===== src/rtl/sample_arb_pkg.sv =====
// Shared types for the wave-sample BRAM read arbiter: requester ids and the
// in-flight read tag that follows each BRAM access.
package sample_arb_pkg;

  localparam int NUM_OSC       = 4;
  localparam int SAMPLE_W      = 16;
  localparam int WW_W          = 15;
  localparam int READ_LAT      = 2;
  localparam int VIZ_WAIT_MAX  = 8;

  // Oscillators take ids 0..NUM_OSC-1; the viz requester sits just above them.
  localparam int ID_W = $clog2(NUM_OSC + 1);
  typedef logic [ID_W-1:0] req_id_t;
  localparam req_id_t VIZ_ID = req_id_t'(NUM_OSC);

  typedef struct packed {
    logic    valid;
    req_id_t id;
  } tag_t;

endpackage


===== src/rtl/sample_read_arbiter_rr_grant.sv =====
// Round-robin pick of one pending requester, searching upward from ptr.
// Pure combinational; grants nothing while enable is low.
module rr_grant #(
  parameter int N     = 4,
  parameter int PTR_W = 2
) (
  input  logic [N-1:0]     pending,
  input  logic [PTR_W-1:0] ptr,
  input  logic             enable,
  output logic [N-1:0]     grant,
  output logic             any_grant
);

  logic [PTR_W-1:0] idx;

  always_comb begin
    grant     = '0;
    any_grant = 1'b0;
    idx       = '0;
    if (enable) begin
      for (int k = 0; k < N; k++) begin
        idx = PTR_W'((int'(ptr) + k) % N);
        if (!any_grant && pending[idx]) begin
          grant[idx] = 1'b1;
          any_grant  = 1'b1;
        end
      end
    end
  end

endmodule


===== src/rtl/sample_read_arbiter.sv =====
// Shares the wave BRAM read port between N oscillators (round-robin) and a low-priority viz port.
// Latency: req -> valid pulse in 2+READ_LATENCY cycles; 1 read/cycle; load_hold_in stalls new grants.
// Optional SAMPLE_ARB_VIZ_GUARD_EN bounds viz starvation to VIZ_MAX_WAIT eligible cycles.
module sample_read_arbiter
  import sample_arb_pkg::*;
#(
  parameter int NUM_OSCILLATORS = NUM_OSC,
  parameter int SAMPLE_WIDTH    = SAMPLE_W,
  parameter int WW_WIDTH        = WW_W,
  parameter int READ_LATENCY    = READ_LAT,
  parameter int VIZ_MAX_WAIT    = VIZ_WAIT_MAX
) (
  input  logic                                         clk_in,
  input  logic                                         rst_in,
  input  logic [NUM_OSCILLATORS-1:0]                   osc_req_in,
  input  logic [NUM_OSCILLATORS-1:0][WW_WIDTH-1:0]     osc_index_in,
  output logic [NUM_OSCILLATORS-1:0][SAMPLE_WIDTH-1:0] osc_data_out,
  output logic [NUM_OSCILLATORS-1:0]                   osc_valid_out,
  input  logic                                         viz_req_in,
  input  logic [WW_WIDTH-1:0]                          viz_index_in,
  output logic [SAMPLE_WIDTH-1:0]                      viz_data_out,
  output logic                                         viz_valid_out,
  input  logic                                         load_hold_in,
  output logic                                         bram_en_out,
  output logic [WW_WIDTH-1:0]                          bram_addr_out,
  input  logic [SAMPLE_WIDTH-1:0]                      bram_data_in
);

  localparam int PTR_W = (NUM_OSCILLATORS > 1) ? $clog2(NUM_OSCILLATORS) : 1;

  logic [NUM_OSCILLATORS:0]               pend_q;
  logic [NUM_OSCILLATORS:0][WW_WIDTH-1:0] index_q;
  logic [PTR_W-1:0]                       rr_ptr_q;
  logic [PTR_W-1:0]                       rr_ptr_nxt;
  tag_t [READ_LATENCY-1:0]                tag_q;
  tag_t                                   tag_exit;

  logic [NUM_OSCILLATORS-1:0] osc_grant;
  logic                       osc_any;
  logic                       viz_grant;
  logic                       viz_force;
  logic                       grant_any;
  req_id_t                    grant_id;
  logic [WW_WIDTH-1:0]        grant_addr;
  logic [NUM_OSCILLATORS:0]   req_all;
  logic [NUM_OSCILLATORS:0]   grant_vec;

  assign req_all   = {viz_req_in, osc_req_in};
  assign grant_vec = {viz_grant, osc_grant};
  assign tag_exit  = tag_q[READ_LATENCY-1];

`ifdef SAMPLE_ARB_VIZ_GUARD_EN
  localparam int WAIT_W = $clog2(VIZ_MAX_WAIT + 1);
  logic [WAIT_W-1:0] viz_wait_q;

  assign viz_force = pend_q[NUM_OSCILLATORS] && (viz_wait_q >= WAIT_W'(VIZ_MAX_WAIT));

  always_ff @(posedge clk_in or negedge rst_in) begin
    if (!rst_in) begin
      viz_wait_q <= '0;
    end else if (viz_grant) begin
      viz_wait_q <= '0;
    end else if (pend_q[NUM_OSCILLATORS] && !load_hold_in && !viz_force) begin
      viz_wait_q <= viz_wait_q + 1'b1;
    end
  end
`else
  // Strict lowest priority: the wait bound never forces a viz grant.
  assign viz_force = (VIZ_MAX_WAIT < 0);
`endif

  rr_grant #(
    .N     (NUM_OSCILLATORS),
    .PTR_W (PTR_W)
  ) u_rr_grant (
    .pending   (pend_q[NUM_OSCILLATORS-1:0]),
    .ptr       (rr_ptr_q),
    .enable    (!load_hold_in && !viz_force),
    .grant     (osc_grant),
    .any_grant (osc_any)
  );

  assign viz_grant = !load_hold_in && pend_q[NUM_OSCILLATORS] && (viz_force || !osc_any);
  assign grant_any = osc_any || viz_grant;

  always_comb begin
    grant_id   = VIZ_ID;
    grant_addr = index_q[NUM_OSCILLATORS];
    rr_ptr_nxt = rr_ptr_q;
    for (int i = 0; i < NUM_OSCILLATORS; i++) begin
      if (osc_grant[i]) begin
        grant_id   = req_id_t'(i);
        grant_addr = index_q[i];
        rr_ptr_nxt = PTR_W'((i + 1) % NUM_OSCILLATORS);
      end
    end
  end

  // A same-cycle grant consumes the old index; a new req re-arms pending.
  always_ff @(posedge clk_in or negedge rst_in) begin
    if (!rst_in) begin
      pend_q   <= '0;
      index_q  <= '0;
      rr_ptr_q <= '0;
    end else begin
      pend_q <= (pend_q & ~grant_vec) | req_all;
      for (int i = 0; i < NUM_OSCILLATORS; i++) begin
        if (osc_req_in[i]) index_q[i] <= osc_index_in[i];
      end
      if (viz_req_in) index_q[NUM_OSCILLATORS] <= viz_index_in;
      if (osc_any) rr_ptr_q <= rr_ptr_nxt;
    end
  end

  always_ff @(posedge clk_in or negedge rst_in) begin
    if (!rst_in) begin
      bram_en_out   <= 1'b0;
      bram_addr_out <= '0;
      tag_q         <= '0;
    end else begin
      bram_en_out <= grant_any;
      if (grant_any) bram_addr_out <= grant_addr;
      tag_q[0].valid <= grant_any;
      tag_q[0].id    <= grant_id;
      for (int i = 1; i < READ_LATENCY; i++) begin
        tag_q[i] <= tag_q[i-1];
      end
    end
  end

  // Returning data lands only in the tagged requester's register.
  always_ff @(posedge clk_in or negedge rst_in) begin
    if (!rst_in) begin
      osc_data_out  <= '0;
      osc_valid_out <= '0;
      viz_data_out  <= '0;
      viz_valid_out <= 1'b0;
    end else begin
      osc_valid_out <= '0;
      viz_valid_out <= 1'b0;
      if (tag_exit.valid) begin
        if (tag_exit.id == VIZ_ID) begin
          viz_data_out  <= bram_data_in;
          viz_valid_out <= 1'b1;
        end
        for (int i = 0; i < NUM_OSCILLATORS; i++) begin
          if (tag_exit.id == req_id_t'(i)) begin
            osc_data_out[i]  <= bram_data_in;
            osc_valid_out[i] <= 1'b1;
          end
        end
      end
    end
  end

endmodule

===== config.mk =====
export PLATFORM = sky130hd
export DESIGN_NAME = sample_read_arbiter
export DESIGN_NICKNAME = d
export VERILOG_FILES = /design/src/rtl/sample_arb_pkg.sv /design/src/rtl/sample_read_arbiter_rr_grant.sv /design/src/rtl/sample_read_arbiter.sv
export SDC_FILE = /design/constraint.sdc
export NUM_CORES = 1
export LEC_CHECK = 0
export ABC_CLOCK_PERIOD_IN_PS = 4050
export CORE_MARGIN = 3
export CORE_UTILIZATION = 49
export CTS_BUF_LIST = sky130_fd_sc_hd__clkbuf_16
export DETAILED_ROUTE_END_ITERATION = 10
export HOLD_SLACK_MARGIN = 0.12
export PLACE_DENSITY = 0.89
export RECOVER_POWER = 50
export SETUP_SLACK_MARGIN = 0.2
export SLEW_MARGIN = 25
export SYNTH_ARGS = -nofsm -noshare
export SYNTH_HDL_FRONTEND = slang
export SYNTH_HIERARCHICAL = 1
export SYNTH_SLANG_ARGS = --single-unit
export TNS_END_PERCENT = 100

===== constraint.sdc =====
create_clock -name clk_in -period 4.05 [get_ports clk_in]
set_input_delay 0.6075 -clock clk_in [delete_from_list [all_inputs] [get_ports clk_in]]
set_output_delay 0.6075 -clock clk_in [all_outputs]
set_load 0.1 [all_outputs]

; After elaboration in Yosys (flattened, before gate mapping)
; Cells that the tools add are included.
[word_totals]
reg_bits = 190
latch_bits = 0
ramBits = 0
rom_bits = 0
output_inout_bits = 101
elab_cells = 114
mem_count = 0
[op_classes]
add_sub_neg = 3
mul = 0
n_div = 0
order_cmp = 8
n_eq_ne = 4
n_shift = 0
muxes = 51
n_bitwise = 6
reduce_logical = 23
[ops]
columns = op, n
row1 = 15-bit two-way mux, 4
row2 = 4-bit two-way mux, 9
row3 = 1-bit two-way mux, 22
row4 = "2-bit by 3-bit < comparator with 1-bit output, second input constant", 4
row5 = 3-bit two-way mux, 4
row6 = 4-bit OR, 3
row7 = 2-bit AND reduction, 6
row8 = 1-bit logical AND, 9
row9 = 1-bit binary-select mux with 2-bit select, 4
row10 = 1-bit demux with 2-bit select, 4
row11 = "2-bit by 1-bit greater-or-equal comparator with 1-bit output, second input constant", 4
row12 = 2-bit two-way mux, 4
row13 = "3-bit by 2-bit == test with 1-bit output, second input constant", 2
row14 = 5-bit bitwise AND, 1
row15 = 1-bit logical NOT, 5
row16 = 5-bit NOT, 1
row17 = 5-bit OR, 1
row18 = "2-bit adder, second input constant", 2
row19 = 4-bit nonzero test, 1
row20 = "3-bit by 1-bit == test with 1-bit output, second input constant", 1
row21 = "3-bit == test, second input constant", 1
row22 = 3-bit logical NOT, 1
row23 = "2-bit by 1-bit adder with 2-bit output, second input constant", 1
row24 = 1-bit logical OR, 1

; Longest topological paths before layout
; Gate-level depths: netlist of the first run.
[depth]
depth_word = 21
mapped_depth = 13
mapped_depth_nobuf = 9

; Hierarchy
; The synthesis of the first run kept the hierarchy.
[modules_own_cells]
columns = mod, instances, cells_per_inst, area_per_inst_um2, seq_area_each_um2
row1 = sample_read_arbiter, 1, 485, 7569.8, 4754.6
row2 = rr_grant, 1, 66, 515.5, 0.0

; Worst setup path after synthesis of the first run
; No wires, ideal clock.
[synth_timing]
kind = register to register
start = register rr_ptr_q[1]
end = register bram_addr_out[10]
setup_time_ps = 128
arrival_ps = 3030
required_ps = 3922
path_slack_ps = 892
stages_incl_launch_ff = 13
path_cell_list = dfrtp_1 clkbuf_1 inv_1 ha_1 mux2i_1 mux2_4 a2111oi_1 o2bb2ai_1 buf_2 buf_2 mux2_2 a221oi_1 o2bb2ai_1
[synth_via]
elab_chain_len = 20
[synth_lines]
columns = item, line_no
row1 = "start, declared", sample_read_arbiter.sv:33  ; logic [PTR_W-1:0] rr_ptr_q;
row2 = "start signal, assigned", sample_read_arbiter.sv:111  ; if (osc_any) rr_ptr_q <= rr_ptr_nxt;
row3 = branches (longest 14 deep; another with 2-bit by 3-bit < comparator with 1-bit output), -
row4 = 4-bit two-way mux *, sample_read_arbiter_rr_grant.sv:23  ; if (!any_grant && pending[idx]) begin
row5 = 4-bit two-way mux *, sample_read_arbiter_rr_grant.sv:20  ; if (enable) begin
row6 = named net osc_grant[0], sample_read_arbiter.sv:38  ; logic [NUM_OSCILLATORS-1:0] osc_grant;
row7 = 15-bit two-way mux * (4 in series), sample_read_arbiter.sv:91  ; if (osc_grant[i]) begin
row8 = "end signal, assigned", sample_read_arbiter.sv:122  ; if (grant_any) bram_addr_out <= grant_addr;
row9 = "end, declared", sample_read_arbiter.sv:25  ; output logic [WW_WIDTH-1:0] bram_addr_out,
; Mark *: on every way through the listed nets, which the timed path passes. The select of a mux whose other input is x is not followed.
; A chain may end at the register's enable or synchronous reset.

; Final worst setup path of the first run
[layout_timing]
start = register rr_ptr_q[1]
end = register bram_addr_out[4]
; Same word-level chain as after synthesis.

==> results.py, run 1 <==
metrics = {
    "setup_path": {
        "crit_type": "register to register",
        "crit_path_start_kind": "register",
        "critPathMaxFanout": 19,
        "crit_required_ps": 4350,
        "setup.worst_path.end_class": "register",
        "worstPathArrival_ps": 3750,
    },
    "clock_network": {
        "cts_sinks": 190,
        "clk_latency_ps": 420,
        "cts_buffer_depth": 2,
        "postCtsSetupBuffers": 0,
        "h-tree-depth": 4,
        "post_cts_resized": 0,
        "root_buffer": "clkbuf_16",
        "clk_pin_slew_worst_paths_ps": 70,
        "cts_hold_buf": 0,
        "cts_tree": "done",
        "cts_buffers": 17,
    },
    "yosys": {
        "async_flop_share_pct": 100,
        "synth_cell_types": 36,
        "synth_fp_nets": 657,
        "synth.top_cells.by_count": "dfrtp_1 (190), mux2_2 (144), a21o_1 (19), o22ai_1 (19), o2bb2ai_1 (19)",
        "ys_seq_area_share_pct": 58.8,
        "synth_area_leaders": "dfrtp_1 (59%), mux2_2 (20%), mux2_1 (2.5%), o2bb2ai_1 (2.1%), mux2_4 (1.9%)",
        "synth_ff_type": "dfrtp_1",
        "ys_ff_latch": 190,
        "ys_warn_count": 6,
        "synth_area_leader_cell": "dfrtp_1",
        "synth-edff-count": 0,
        "synth_area_um2": 8090,
        "syn_inst": 551,
        "synth.most_common_cell": "dfrtp_1",
        "syn_area_per_cell_um2": 14.7,
        "yosys.area.top_type_share_pct": 58.8,
    },
    "sta": {
        "finalHoldViolations": 0,
        "slew_headroom_pct": -110,
        "max_freq_ghz": 0.290,
        "layout_setup_ws_ps": 601,
        "setup_viol": 0,
        "period_share_pct": 85.2,
        "slew_viol_final": 75,
        "tightest_slew_ps": 3150,
        "period_minus_slack_ps": 3450,
        "skew_ps": 7.50,
        "grt_setup_unrepaired": "false",
        "tns_ps": 0,
    },
    "placement": {
        "pre_cts_ws_ps": 494,
        "port_buffers": 199,
        "place.gp.congestion": 0.826,
        "hpwl_um": 14000,
    },
    "final_layout": {
        "area_growth_pct": 34.1,
        "drive_above_1_share_pct": 27.6,
        "n_fill_cell": 1096,
        "nets": 853,
        "num_antenna_cells": 0,
    },
    "grt": {
        "grt_pass1_wl_um": 31800,
        "grt-ovfl-total": 0,
        "grt_usage_pct": 22.3,
        "grt_pass1_vias": 5865,
        "antenna_found_initial": 0,
        "grt_max_degree": 117,
    },
    "routing": {
        "post_drt_wl_per_cell_um": 20.1,
        "drc_errors": 0,
        "ant_nets": 0,
        "drtIter0Drc": 299,
        "firstDrtPassIters": 5,
        "drt_wl_total_um": 19600,
        "vias": 5548,
        "vias_per_cell": 5.68,
    },
    "floorplanning": {
        "start_util_pct": 50.5,
        "die-area_um2": 18100,
        "die_h_um": 134,
        "core_um2": 16000,
        "ios": 200,
        "chipWidth_um": 134,
        "rows": 46,
    },
    "flow_run": {
        "drv_cap": 1,
    },
    "status": {
        "violations": "capacitance limit, slew limit",
        "outcome": "finished, violations left",
    },
    "min_path": {
        "hold_path_class": "register to register",
    },
}
[cells in the final DEF (no fill, tap or decap), types with 2 or more instances in the layout]
| master | count |
|---|---|
| mux2_1 | 18 |
| buf_4 | 8 |
| o2bb2ai_1 | 16 |
| inv_8 | 3 |
| nor3_1 | 2 |
| inv_6 | 3 |
| dfrtp_1 | 190 |
| a2111oi_1 | 3 |
| clkinv_4 | 3 |
| nand2b_1 | 3 |
| clkinvlp_4 | 3 |
| mux2i_2 | 3 |
| o2bb2ai_2 | 2 |
| clkbuf_16 | 17 |
| nor4bb_4 | 2 |
| a21oi_1 | 2 |
| a221oi_1 | 15 |
| nor2_1 | 7 |
| a21o_1 | 19 |
| nor2b_1 | 2 |
| mux2_4 | 10 |
| clkbuf_1 | 3 |
| or2b_2 | 3 |
| nor3b_1 | 5 |
| clkdlybuf4s50_1 | 197 |
| o22ai_1 | 19 |
| inv_1 | 9 |
| mux2_2 | 144 |
| nor2b_2 | 2 |
| nand2_1 | 15 |
| mux2i_1 | 2 |
| o21ai_0 | 10 |
| ha_1 | 7 |
[state kept, by name, summed over array words and instances (netlist names)]
signal,cells
bram_addr_out,15
index_q,75
osc_data_out,64
osc_valid_out,4
pend_q,5
rr_ptr_q,2
tag_exit,4
tag_q,4
viz_data_out,16
viz_valid_out,1
[worst max-delay path, cell delays in order, from the launching register on]
cell and delay (ps):
dfrtp_1 350, inv_1 110, ha_1 410, mux2i_1 460
nor3b_1 100, a2111oi_1 700, o2bb2ai_4 370, mux2_2 380
a221oi_1 310, o2bb2ai_1 130
[path summary, 6_finish.rpt]
path                              from          endpoint  slack, ps  depth (start not counted)
hold reg to reg               tag_q[2]       tag_exit[2]        350                          0
min in group asynchronous       rst_in  osc_data_out[18]       1340                          1
setup reg to reg           rr_ptr_q[1]  bram_addr_out[4]        600                          9
hold / removal                tag_q[2]       tag_exit[2]        350                          0
max in group asynchronous       rst_in  viz_data_out[11]        920                          1
setup / recovery           rr_ptr_q[1]  bram_addr_out[4]        600                          9
[cell families (layout without fill, tap and decap cells)]
kind of cell	count (synthesis)	count (layout)	synth area share, %
buf+inv	43	252	2.83
mux	178	178	25.5
fa+ha+maj	7	7	1.08
simple gates	44	44	3.51
flops	190	190	58.8
compound gates	89	89	8.31
[routing by layer]
| metal | wire [µm] | GRT usage, % | part of all wire, % | up-vias |
|---|---|---|---|---|
| met5 | 0 | 0 | 0 | - |
| met4 | 362 | 7.07 | 1.8 | 0 |
| met3 | 1290 | 5.07 | 6.6 | 32 |
| met2 | 9740 | 38.2 | 50 | 254 |
| met1 | 8220 | 28.4 | 42 | 2852 |
| li1 | - | - | - | 2410 |
[stage by stage]
stage | area (µm²) | util (%) | hold WS [ps] | std cells
after floorplan | 8090 | - | 312 | 551
after global placement | 10300 | 64.4 | 339 | 944
after detailed placement | 10300 | 64.4 | 338 | 944
after CTS | 10900 | 67.9 | 206 | 976
after global routing | 10800 | 67.7 | 357 | 976
final | 10800 | 67.7 | 354 | 976
[layout make-up]
cell class	instances	area [µm²]	share of cell area [%]
well taps	216	270	2.49
clock buffers	17	425	3.92
flip-flops and latches	190	4750	43.9
clock inverters	15	134	1.24
multi-input cells	318	3140	29.0
inverters	9	33.8	0.312
repair buffers	211	2080	19.2
Power of run 1 is not shown: default switching activity piles up to over one toggle a cycle in this logic, so the estimate is an artifact.
==> inputs of run 2 (changes only) <==
ABC_CLOCK_PERIOD_IN_PS = 3500   (was 4050)
CORE_UTILIZATION = 40   (was 49)
MAX_ROUTING_LAYER = met4   (was default)
PLACE_DENSITY = 0.77   (was 0.89)
clock period = 3.5 ns   (was 4.05 ns; I/O delays follow)
==> results.py, run 2 (same netlist as run 1, synthesis figures left out) <==
metrics = {
    "status": {
        "outcome": "finished, violations left",
        "violations": "capacitance limit, slew limit",
    },
    "sta": {
        "grt_setup_unrepaired": "true",
        "finalHoldViolations": 0,
        "slew_viol_final": 106,
        "slew_headroom_pct": -64.2,
        "period_share_pct": 91.0,
        "layout_setup_ws_ps": 316,
        "setup_viol": 0,
        "tns_ps": 0,
        "tightest_slew_ps": 2460,
        "skew_ps": 8.67,
        "max_freq_ghz": 0.314,
        "period_minus_slack_ps": 3180,
    },
    "min_path": {
        "min_from": "tag_q[0]",
        "holdPathStages": 0,
        "min_to": "tag_exit[0]",
        "hold_path_class": "register to register",
    },
    "routing": {
        "vias_per_cell": 5.34,
        "drt_wl_total_um": 19900,
        "drc_errors": 0,
        "drtIter0Drc": 237,
        "ant_nets": 0,
        "firstDrtPassIters": 4,
        "post_drt_wl_per_cell_um": 19.3,
        "vias": 5490,
    },
    "clock_network": {
        "h-tree-depth": 4,
        "root_buffer": "clkbuf_16",
        "clk_latency_ps": 420,
        "cts_buffer_depth": 2,
        "cts_sinks": 190,
        "cts_buffers": 17,
        "clk_pin_slew_worst_paths_ps": 70,
        "cts_hold_buf": 0,
        "cts_tree": "done",
    },
    "grt": {
        "grt_util_met2_pct": 30.4,
        "grt_use_met1_pct": 24.7,
        "grt_pass1_vias": 5937,
        "grt-ovfl-total": 0,
        "grt_pass1_wl_um": 32100,
        "grt_usage_pct": 19.0,
        "grt_max_degree": 99,
        "grtUsageMet3_pct": 3.78,
        "grt-busiest-layer": "met2",
        "antenna_found_initial": 0,
    },
    "placement": {
        "pre_cts_ws_ps": -152,
        "place.gp.congestion": 0.839,
        "port_buffers": 199,
        "hpwl_um": 14400,
    },
    "final_layout": {
        "drive_above_1_share_pct": 27.6,
        "nets": 858,
        "final_cell_mix": "clkdlybuf4s50_1 (197), dfrtp_1 (190), mux2_2 (144), mux2_1 (24)",
        "area_growth_pct": 35.1,
        "regMostFlops": "index_q",
        "largest_register_ffs": 75,
        "largest_registers": "index_q: 75 flops, osc_data_out: 64 flops, viz_data_out: 16 flops",
        "num_antenna_cells": 0,
        "final_common_cell": "clkdlybuf4s50_1",
    },
    "floorplanning": {
        "core_um2": 19700,
        "ios": 200,
        "die-area_um2": 22000,
        "chipWidth_um": 148,
        "rows": 51,
        "start_util_pct": 41.1,
        "die_h_um": 148,
    },
    "setup_path": {
        "crit_type": "register to register",
        "setup.worst_path.end_class": "register",
        "worstPathArrival_ps": 3520,
        "reg2reg_slack_ps": 320,
        "startpoint": "rr_ptr_q[1]",
        "timing.rr.start": "rr_ptr_q[1]",
        "reg2regPathDepth": 10,
        "crit_path_start_kind": "register",
        "r2r-end": "bram_addr_out[1]",
        "critPathMaxFanout": 12,
        "crit_required_ps": 3840,
    },
    "flow_run": {
        "drv_cap": 2,
    },
}
-- run 2: changes by cell type in the layout (fill, tap and decap cells not counted), moves of 2 or more --
cell,previous run,this run
mux2_1,18,24
mux2_4,10,4
buf_4,8,11
clkbuf_2,0,2
clkinv_4,3,1
-- run 2: routing by layer --
| layer | wire length [µm] | up-vias | part of all wire (%) |
|---|---|---|---|
| li1 | - | 2433 | - |
| met1 | 8590 | 2764 | 43 |
| met2 | 9560 | 264 | 48 |
| met3 | 1410 | 29 | 7.1 |
| met4 | 309 | 0 | 1.6 |
| met5 | 0 | - | 0 |
-- run 2: stage by stage --
step	utilization [%]	hold WS [ps]	area (µm²)	cells
CTS	55.8	195	11000	1026
detailed placement	52.9	343	10400	995
global route	55.6	367	10900	1029
floorplan	-	229	8090	551
global placement	52.8	335	10400	995
finish	55.6	359	10900	1029
-- run 2: worst max-delay path by stage --
stage / end / depth (start not counted)
floorplan: bram_addr_out[10] / 12
CTS: bram_addr_out[1] / 9
global route: bram_addr_out[1] / 11
detailed placement: bram_addr_out[1] / 9
global placement: bram_addr_out[1] / 9
finish: bram_addr_out[1] / 10
-- run 2: cell type report --
class	count	area, µm²
multi-input combinational	318	3110
tap	265	332
clock inverter	14	133
timing repair buffer	216	2140
fill	1591	8730
sequential	190	4750
clock buffer	17	425
inverter	9	37.5
-- run 2: worst max-delay path: stages (launching register included) --
cell	delay, ps
dfrtp_1	390
inv_1	200
ha_1	360
mux2i_2	240
mux2_4	330
a2111oi_1	440
o2bb2ai_1	250
nor2_2	310
buf_4	280
a221oi_1	110
o2bb2ai_1	190
-- run 2: timing repair --
action                                  in CTS  in global routing
gates cloned                                 0                  0
hold endpoints to repair                     0                  0
endpoints found under the setup margin      15                 16
resized for setup                            2                  4
pin swaps                                    0                  1
buffers inserted                             0                  2
Power of run 2 is left out for the same reason.
